**src/rtl/mem_port_arbiter.sv**
```systemverilog
// Shares the single-ported memory_unit between the fetch and data requesters.
// Each access is one IDLE -> ACCESS -> RESP round with a range/size check.
module mem_port_arbiter #(
  parameter int unsigned MEMSIZE      = 524288,
  parameter int unsigned STARVE_LIMIT = 4
) (
  input  logic        clk,
  input  logic        reset,
  input  logic        f_req,
  input  logic [63:0] f_addr,
  output logic        f_ack,
  output logic [31:0] f_rdata,
  output logic        f_err,
  input  logic        d_req,
  input  logic        d_we,
  input  logic [1:0]  d_size,
  input  logic [63:0] d_addr,
  input  logic [63:0] d_wdata,
  output logic        d_ack,
  output logic [63:0] d_rdata,
  output logic        d_err,
  output logic [63:0] mem_addr,
  output logic [1:0]  mem_size,
  output logic        mem_read_en,
  output logic        mem_write_en,
  output logic [63:0] mem_wdata,
  input  logic [63:0] mem_rdata,
  output logic        busy
);
  typedef enum logic [1:0] {IDLE, ACCESS, RESP} state_t;

  localparam logic [3:0]  LIMIT   = 4'(STARVE_LIMIT);
  localparam logic [64:0] MEM_TOP = 65'(MEMSIZE);

  state_t      state, state_nxt;
  logic        sel_q;
  logic        we_q;
  logic        err_q;
  logic [1:0]  size_q;
  logic [63:0] addr_q;
  logic [63:0] wdata_q;
  logic [3:0]  streak;

  logic        any_req;
  logic        grant_data;
  logic [63:0] g_addr;
  logic [1:0]  g_size;
  logic [64:0] g_end;
  logic        g_err;
  logic        mem_active;

  // The end address is formed one bit wider so a wrapped address still fails the check.
  always_comb begin
    any_req    = f_req || d_req;
    grant_data = d_req && !(f_req && streak == LIMIT);
    g_addr     = grant_data ? d_addr : f_addr;
    g_size     = grant_data ? d_size : 2'd2;
    g_end      = {1'b0, g_addr} + ((g_size == 2'd3) ? 65'd8 : 65'd4);
    g_err      = (g_end > MEM_TOP) || (grant_data && !d_size[1]);
  end

  always_comb begin
    // NOTE: state_nxt gets a default before the case so no path leaves it unassigned (no latch).
    state_nxt = state;
    unique case (state)
      IDLE:    if (any_req) state_nxt = ACCESS;
      ACCESS:  state_nxt = RESP;
      RESP:    state_nxt = IDLE;
      default: state_nxt = IDLE;
    endcase
  end

  // NOTE: sequential state uses non-blocking assignments so every flop samples pre-edge values.
  always_ff @(posedge clk or posedge reset) begin
    if (reset) begin
      state   <= IDLE;
      sel_q   <= 1'b0;
      we_q    <= 1'b0;
      err_q   <= 1'b0;
      size_q  <= 2'd3;
      addr_q  <= '0;
      wdata_q <= '0;
      streak  <= '0;
      f_rdata <= '0;
      d_rdata <= '0;
    end else begin
      state <= state_nxt;
      if (state == IDLE && any_req) begin
        sel_q   <= grant_data;
        addr_q  <= g_addr;
        size_q  <= g_size;
        we_q    <= grant_data && d_we;
        wdata_q <= grant_data ? d_wdata : '0;
        err_q   <= g_err;
        if (!grant_data)
          streak <= '0;
        else if (f_req && streak < LIMIT)
          streak <= streak + 4'd1;
      end
      // Writes leave d_rdata holding the last read; a faulted access reports zero.
      if (state == ACCESS) begin
        if (sel_q) begin
          if (err_q)
            d_rdata <= '0;
          else if (!we_q)
            d_rdata <= (size_q == 2'd2) ? {32'd0, mem_rdata[31:0]} : mem_rdata;
        end else begin
          f_rdata <= err_q ? '0 : mem_rdata[31:0];
        end
      end
    end
  end

  assign mem_active   = (state == ACCESS) && !err_q;
  assign mem_addr     = mem_active ? addr_q : '0;
  assign mem_size     = mem_active ? size_q : 2'd3;
  assign mem_read_en  = mem_active && !we_q;
  assign mem_write_en = mem_active && we_q;
  assign mem_wdata    = mem_active ? wdata_q : '0;

  assign busy  = (state != IDLE);
  assign f_ack = (state == RESP) && !sel_q;
  assign d_ack = (state == RESP) && sel_q;
  assign f_err = f_ack && err_q;
  assign d_err = d_ack && err_q;
endmodule

```
**config.mk**
```make
export PLATFORM = sky130hd
export DESIGN_NAME = mem_port_arbiter
export DESIGN_NICKNAME = d
export VERILOG_FILES = /design/src/rtl/mem_port_arbiter.sv
export SDC_FILE = /design/constraint.sdc
export NUM_CORES = 1
export LEC_CHECK = 0
export CORE_AREA = 5 5 188 190
export CTS_CLUSTER_DIAMETER = 80
export DETAILED_ROUTE_END_ITERATION = 12
export DIE_AREA = 0 0 193 195
export PLACE_DENSITY = 0.8
export SKIP_LAST_GASP = 1
export SLEW_MARGIN = 20
export SYNTH_ARGS = -nofsm -noshare
export SYNTH_HDL_FRONTEND = slang
export SYNTH_SLANG_ARGS = --single-unit
```
**constraint.sdc**
```tcl
create_clock -name clk -period 9.9 [get_ports clk]
set_input_delay 2.475 -clock clk [delete_from_list [all_inputs] [get_ports clk]]
set_output_delay 2.475 -clock clk [all_outputs]
set_load 0.05 [all_outputs]
```
## Word-level counts from Yosys, hierarchy flattened

Index checks and enable logic that the tools add are counted.

| word-level totals | value |
|---|---|
| register bits | 235 |
| input bits | 263 |
| output and inout port bits | 233 |
| word-level logic and storage cells | 63 |

| cells by class | value |
|---|---|
| add/subtract/negate cells | 2 |
| magnitude comparators | 2 |
| eq/ne operators | 8 |
| multiplexer cells | 15 |
| bitwise operators | 1 |
| reduce and logical (&&, ||, !) cells | 25 |

Operator list:

| cell | number |
|---|---|
| 64-bit 2-to-1 mux | 7 |
| 64-bit by 4-bit adder with 65-bit output | 1 |
| 65-bit by 20-bit greater-than comparator with 1-bit output, second input constant | 1 |
| 32-bit 2-to-1 mux | 1 |
| 1-bit logical AND | 13 |
| 4-bit 2-to-1 mux | 3 |
| 2-bit == test, second input constant | 3 |
| 2-bit 2-to-1 mux | 3 |
| 1-bit logical NOT | 5 |
| 4-bit by 1-bit adder with 4-bit output, second input constant | 1 |
| 4-bit by 3-bit == test with 1-bit output, second input constant | 1 |
| 4-bit by 3-bit less-than comparator with 1-bit output, second input constant | 1 |
| 2-bit by 1-bit != test with 1-bit output, second input constant | 2 |
| 2-bit case mux with 2 select lines | 1 |
| 2-bit AND reduction | 2 |
| 3-bit AND reduction | 1 |
| 2-bit by 1-bit == test with 1-bit output, second input constant | 1 |
| 2-bit logical NOT | 1 |
| 1-bit logical OR | 2 |
| 2-bit != test, second input constant | 1 |
| 2-bit nonzero test | 1 |
| 1-bit NOT | 1 |

## Longest topological paths before layout

| logic depth | value |
|---|---|
| depth after elaboration | 10 |
| gate-level depth with buffers | 25 |

## Worst setup path after synthesis

Ideal clock, no wire load.

| timing path | value |
|---|---|
| kind | input port to flip-flop |
| from | in f_req |
| to | reg err_q |
| setup time | 0.126 ns |
| data arrival time | 7.112 ns |
| required time | 9.774 ns |
| setup slack | 2.662 ns |
| stages | 21 |
| cells stage by stage | nand4b_1 nand2_1 buf_2 buf_2 buf_1 buf_2 clkbuf_1 nand2_1 nand2_1 ha_1 inv_1 fa_1 clkbuf_1 nor4_1 a2bb2oi_2 a21o_1 o2111ai_1 or4_1 nor4_1 nand4_1 o32a_1 |

| on the way | value |
|---|---|
| elaborated cells on any way between the ends | 13 |
| classes of those cells | 1 x add/sub; 1 x order compare; 1 x eq/ne; 3 x mux; 7 x reduce/logical |

RTL lines:

| what | line | text |
|---|---|---|
| start, declared | 9 | `input logic f_req,` |
| 1-bit logical AND | 55 | `grant_data = d_req && !(f_req && streak == LIMIT);` |
| 1-bit logical NOT | 55 |  |
| 1-bit logical AND | 55 |  |
| 64-bit 2-to-1 mux | 56 | `g_addr = grant_data ? d_addr : f_addr;` |
| via g_addr[2] | 46 | `logic [63:0] g_addr;` |
| 64-bit by 4-bit adder with 65-bit output | 58 | `g_end = {1'b0, g_addr} + ((g_size == 2'd3) ? 65'd8 : 65'd4);` |
| 65-bit by 20-bit greater-than comparator with 1-bit output | 59 | `g_err = (g_end > MEM_TOP) \|\| (grant_data && !d_size[1]);` |
| 1-bit logical OR | 59 |  |
| end signal, assigned | 94 | `err_q <= g_err;` |
| end, declared | 38 | `logic err_q;` |

The timed path passes the listed nets, and every way through them passes these cells.
A chain may end at the register's enable or synchronous reset.

## Worst setup path in the final report

| timing path | value |
|---|---|
| from | in d_req |
| to | reg err_q |

| on the way | value |
|---|---|
| elaborated cells on any way between the ends | 11 |
| classes of those cells | 1 x add/sub; 1 x order compare; 1 x eq/ne; 3 x mux; 5 x reduce/logical |

RTL lines:

| what | line | text |
|---|---|---|
| start, declared | 14 | `input logic d_req,` |
| 1-bit logical AND | 55 |  |
| 64-bit 2-to-1 mux | 56 |  |
| via g_addr[2] | 46 |  |
| 64-bit by 4-bit adder with 65-bit output | 58 |  |
| 65-bit by 20-bit greater-than comparator with 1-bit output | 59 |  |
| 1-bit logical OR | 59 |  |

The timed path passes the listed nets, and every way through them passes these cells.

==> flow_metrics.py <==
metrics = {
    "routing": {
        "first_iter_violations": 1276,
        "detail_route.wl_per_cell_um": 22.3,
        "num_vias": 14000,
        "drc": 0,
        "viasPerCell": 5.71,
        "drtAntennaViolNets": 0,
        "firstDrtPassIters": 5,
        "wirelength_mm": 54.9,
    },
    "synthesis": {
        "synth_edf_count": 0,
        "avgSynthCellArea_um2": 8.68,
        "synth_area_leader_cell": "dfrtp_1",
        "syn_inst": 1552,
        "synth_ff_type": "dfrtp_1",
        "synth_area_leaders": "dfrtp_1 (43%), nand2_1 (7.6%), o21ai_0 (6.3%), and2_1 (6.0%), a22o_1 (4.2%)",
        "synth_top_area_share_pct": 43.3,
        "ys_async_sr_fraction_pct": 100,
        "syn_area_um2": 13500,
        "yosysSeqAreaShare_pct": 43.7,
        "ys_types": 74,
        "syn_nets": 1820,
        "ys_warn_count": 0,
        "ys_seq_elements": 235,
    },
    "pwr": {
        "powerDensity_nw_per_um2": 175,
        "p_leak_uw": 0.00787,
        "finalPower_uw": 3430,
        "peakVddDrop_mv": 0.135,
    },
    "placed_design": {
        "place.gp.congestion": 1.00,
        "portBuffers": 495,
        "hpwl_mm": 41.6,
        "post-place-ws_ps": 2310,
    },
    "setup_path": {
        "path_class": "input pin to flop",
        "critPathArrivalTime_ps": 7550,
        "required_ps": 10340,
        "crit_path_end_kind": "flop",
        "startpoint_type": "input pin",
        "crit_fanout": 23,
    },
    "finish": {
        "syn2layout_area_growth_pct": 45.9,
        "layout_commonest_cell": "clkdlybuf4s50_1",
        "most-common-layout-cells": "clkdlybuf4s50_1 (495), nand2_1 (272), dfrtp_1 (233)",
        "drive_above_1_share_pct": 4.84,
        "final_nets": 2255,
    },
    "floorplan": {
        "rows": 67,
        "fp.coreArea_um2": 33300,
        "io_pins": 496,
        "dieHeight_um": 195,
        "start_util_pct": 40.5,
        "die_area_um2": 37600,
        "die_x_um": 193,
    },
    "cts": {
        "cts_buffers": 27,
        "cts_buffer_depth": 3,
        "ctsHoldBuffers": 0,
        "cts_setup_buffers": 0,
        "cts_tree": "done",
        "clkTransAtPathRegs_ps": 70,
        "clk-insertion-delay-late_ps": 560,
        "cts-resized-gates": 0,
        "cts-htree-levels": 1,
        "cts.sinks": 235,
        "cts-root-buf": "clkbuf_16",
    },
    "timing": {
        "finalMaxSlewViolations": 0,
        "slew_headroom_pct": 35.5,
        "fin_setup_tns_ps": 0,
        "final_min_period_over_clock_period_pct": 71.8,
        "tightest_slew_ps": 968,
        "fin_ws_ps": 2800,
        "fmax_mhz": 141,
        "fin_skew_ps": 23.0,
        "rsz0062_at_grt": "no",
        "finalSetupViolations": 0,
        "final_hold_viol_count": 0,
        "period_needed_ps": 7100,
    },
    "global_routing": {
        "grtUsageTotal_pct": 27.5,
        "grt_pass1_wl_mm": 82.6,
        "grt_pass1_vias": 13700,
        "grt_overflow_total": 0,
        "grt_max_degree": 129,
        "antenna_found_initial": 4,
    },
    "outcome": {
        "status": "complete, no violations",
    },
    "run": {
        "cap_violations": 0,
    },
    "hold_path": {
        "hp-class": "flop to flop",
    },
}
==> cells in the mapped netlist (10+ instances only) <==
| cell | instances |
|---|---|
| a21oi_1 | 22 |
| a22o_1 | 65 |
| a31oi_1 | 29 |
| and2_1 | 130 |
| and3_1 | 23 |
| buf_1 | 11 |
| buf_2 | 15 |
| clkbuf_1 | 77 |
| dfrtp_1 | 233 |
| inv_1 | 21 |
| mux2_2 | 10 |
| mux2i_1 | 49 |
| nand2_1 | 273 |
| nand2b_1 | 39 |
| nand3_1 | 46 |
| nand4_1 | 49 |
| nor2_1 | 70 |
| nor3_1 | 25 |
| nor4_1 | 16 |
| o21ai_0 | 169 |
| or3_1 | 10 |
| xnor2_1 | 26 |
| xor2_1 | 14 |
==> state kept, by name, summed over array words and instances (netlist names) <==
signal / flops
addr_q: 64
d_rdata: 64
err_q: 1
f_rdata: 32
sel_q: 1
size_q: 2
state: 2
streak: 4
wdata_q: 64
we_q: 1
==> routing by layer <==
metal	track usage (%)	part of all wire (%)	up-vias
met2	45.3	47	835
met1	36.1	40	6657
met5	0	0.049	-
met4	9.02	3.9	4
met3	6.07	9.3	141
li1	-	-	6392
==> final timing paths <==
path	from	cells after the start	slack [ps]	end
max	d_req	19	2800	err_q$_DFFE_PP0P_
min	size_q[1]$_DFFE_PP1P_	2	470	size_q[1]$_DFFE_PP1P_
max reg2reg	streak[0]$_DFFE_PP0P_	18	4750	err_q$_DFFE_PP0P_
min reg2reg	size_q[1]$_DFFE_PP1P_	2	470	size_q[1]$_DFFE_PP1P_
max in group asynchronous	reset	3	6020	f_rdata[3]$_DFFE_PP0P_
min in group asynchronous	reset	2	2440	f_rdata[10]$_DFFE_PP0P_
==> worst max-delay path, stage by stage <==
cell,delay [ps]
clkdlybuf4s50_1,460
buf_4,320
inv_1,340
nor2_4,270
nand2_1,70
nand2_1,100
ha_1,210
inv_1,70
fa_1,540
nand2b_1,240
nor4_1,350
a32oi_1,290
xnor2_1,220
o22ai_1,230
o2111ai_1,130
or4_1,420
nor4_1,350
nand4_1,130
o32a_1,300
==> report_power, final <==
| part | switching [µW] | total [µW] | internal (µW) |
|---|---|---|---|
| Sequential | 154 | 1410 | 1250 |
| Combinational | 632 | 1030 | 395 |
| Clock | 418 | 1000 | 582 |
| Total | 1200 | 3430 | 2230 |
==> layout make-up <==
type | instances | area [µm²]
tap | 448 | 561
antenna | 2 | 5.00
inverter | 21 | 86.3
timing repair buffer | 510 | 5070
clock inverter | 12 | 143
clock buffer | 36 | 739
multi-input combinational | 1192 | 7160
sequential | 235 | 5880
fill | 2872 | 13600
==> logic make-up after synthesis <==
family	count (synthesis)	share of synthesized area, %
simple gates	725	27.4
compound gates	363	17.7
flops	235	43.7
buf+inv	125	3.65
mux	59	4.48
xor+xnor	40	2.60
fa+ha+maj	5	0.520
==> per-stage QoR <==
step / hold slack (ps) / cell area, µm² / util [%] / instances
CTS: 474 / 19600 / 59.0 / 2454
global placement: 453 / 18800 / 56.4 / 2406
floorplan: 437 / 13500 / - / 1552
finish: 468 / 19700 / 59.1 / 2456
detailed placement: 460 / 18800 / 56.4 / 2406
global route: 497 / 19700 / 59.0 / 2455
Power figures use the tool's default switching activity.
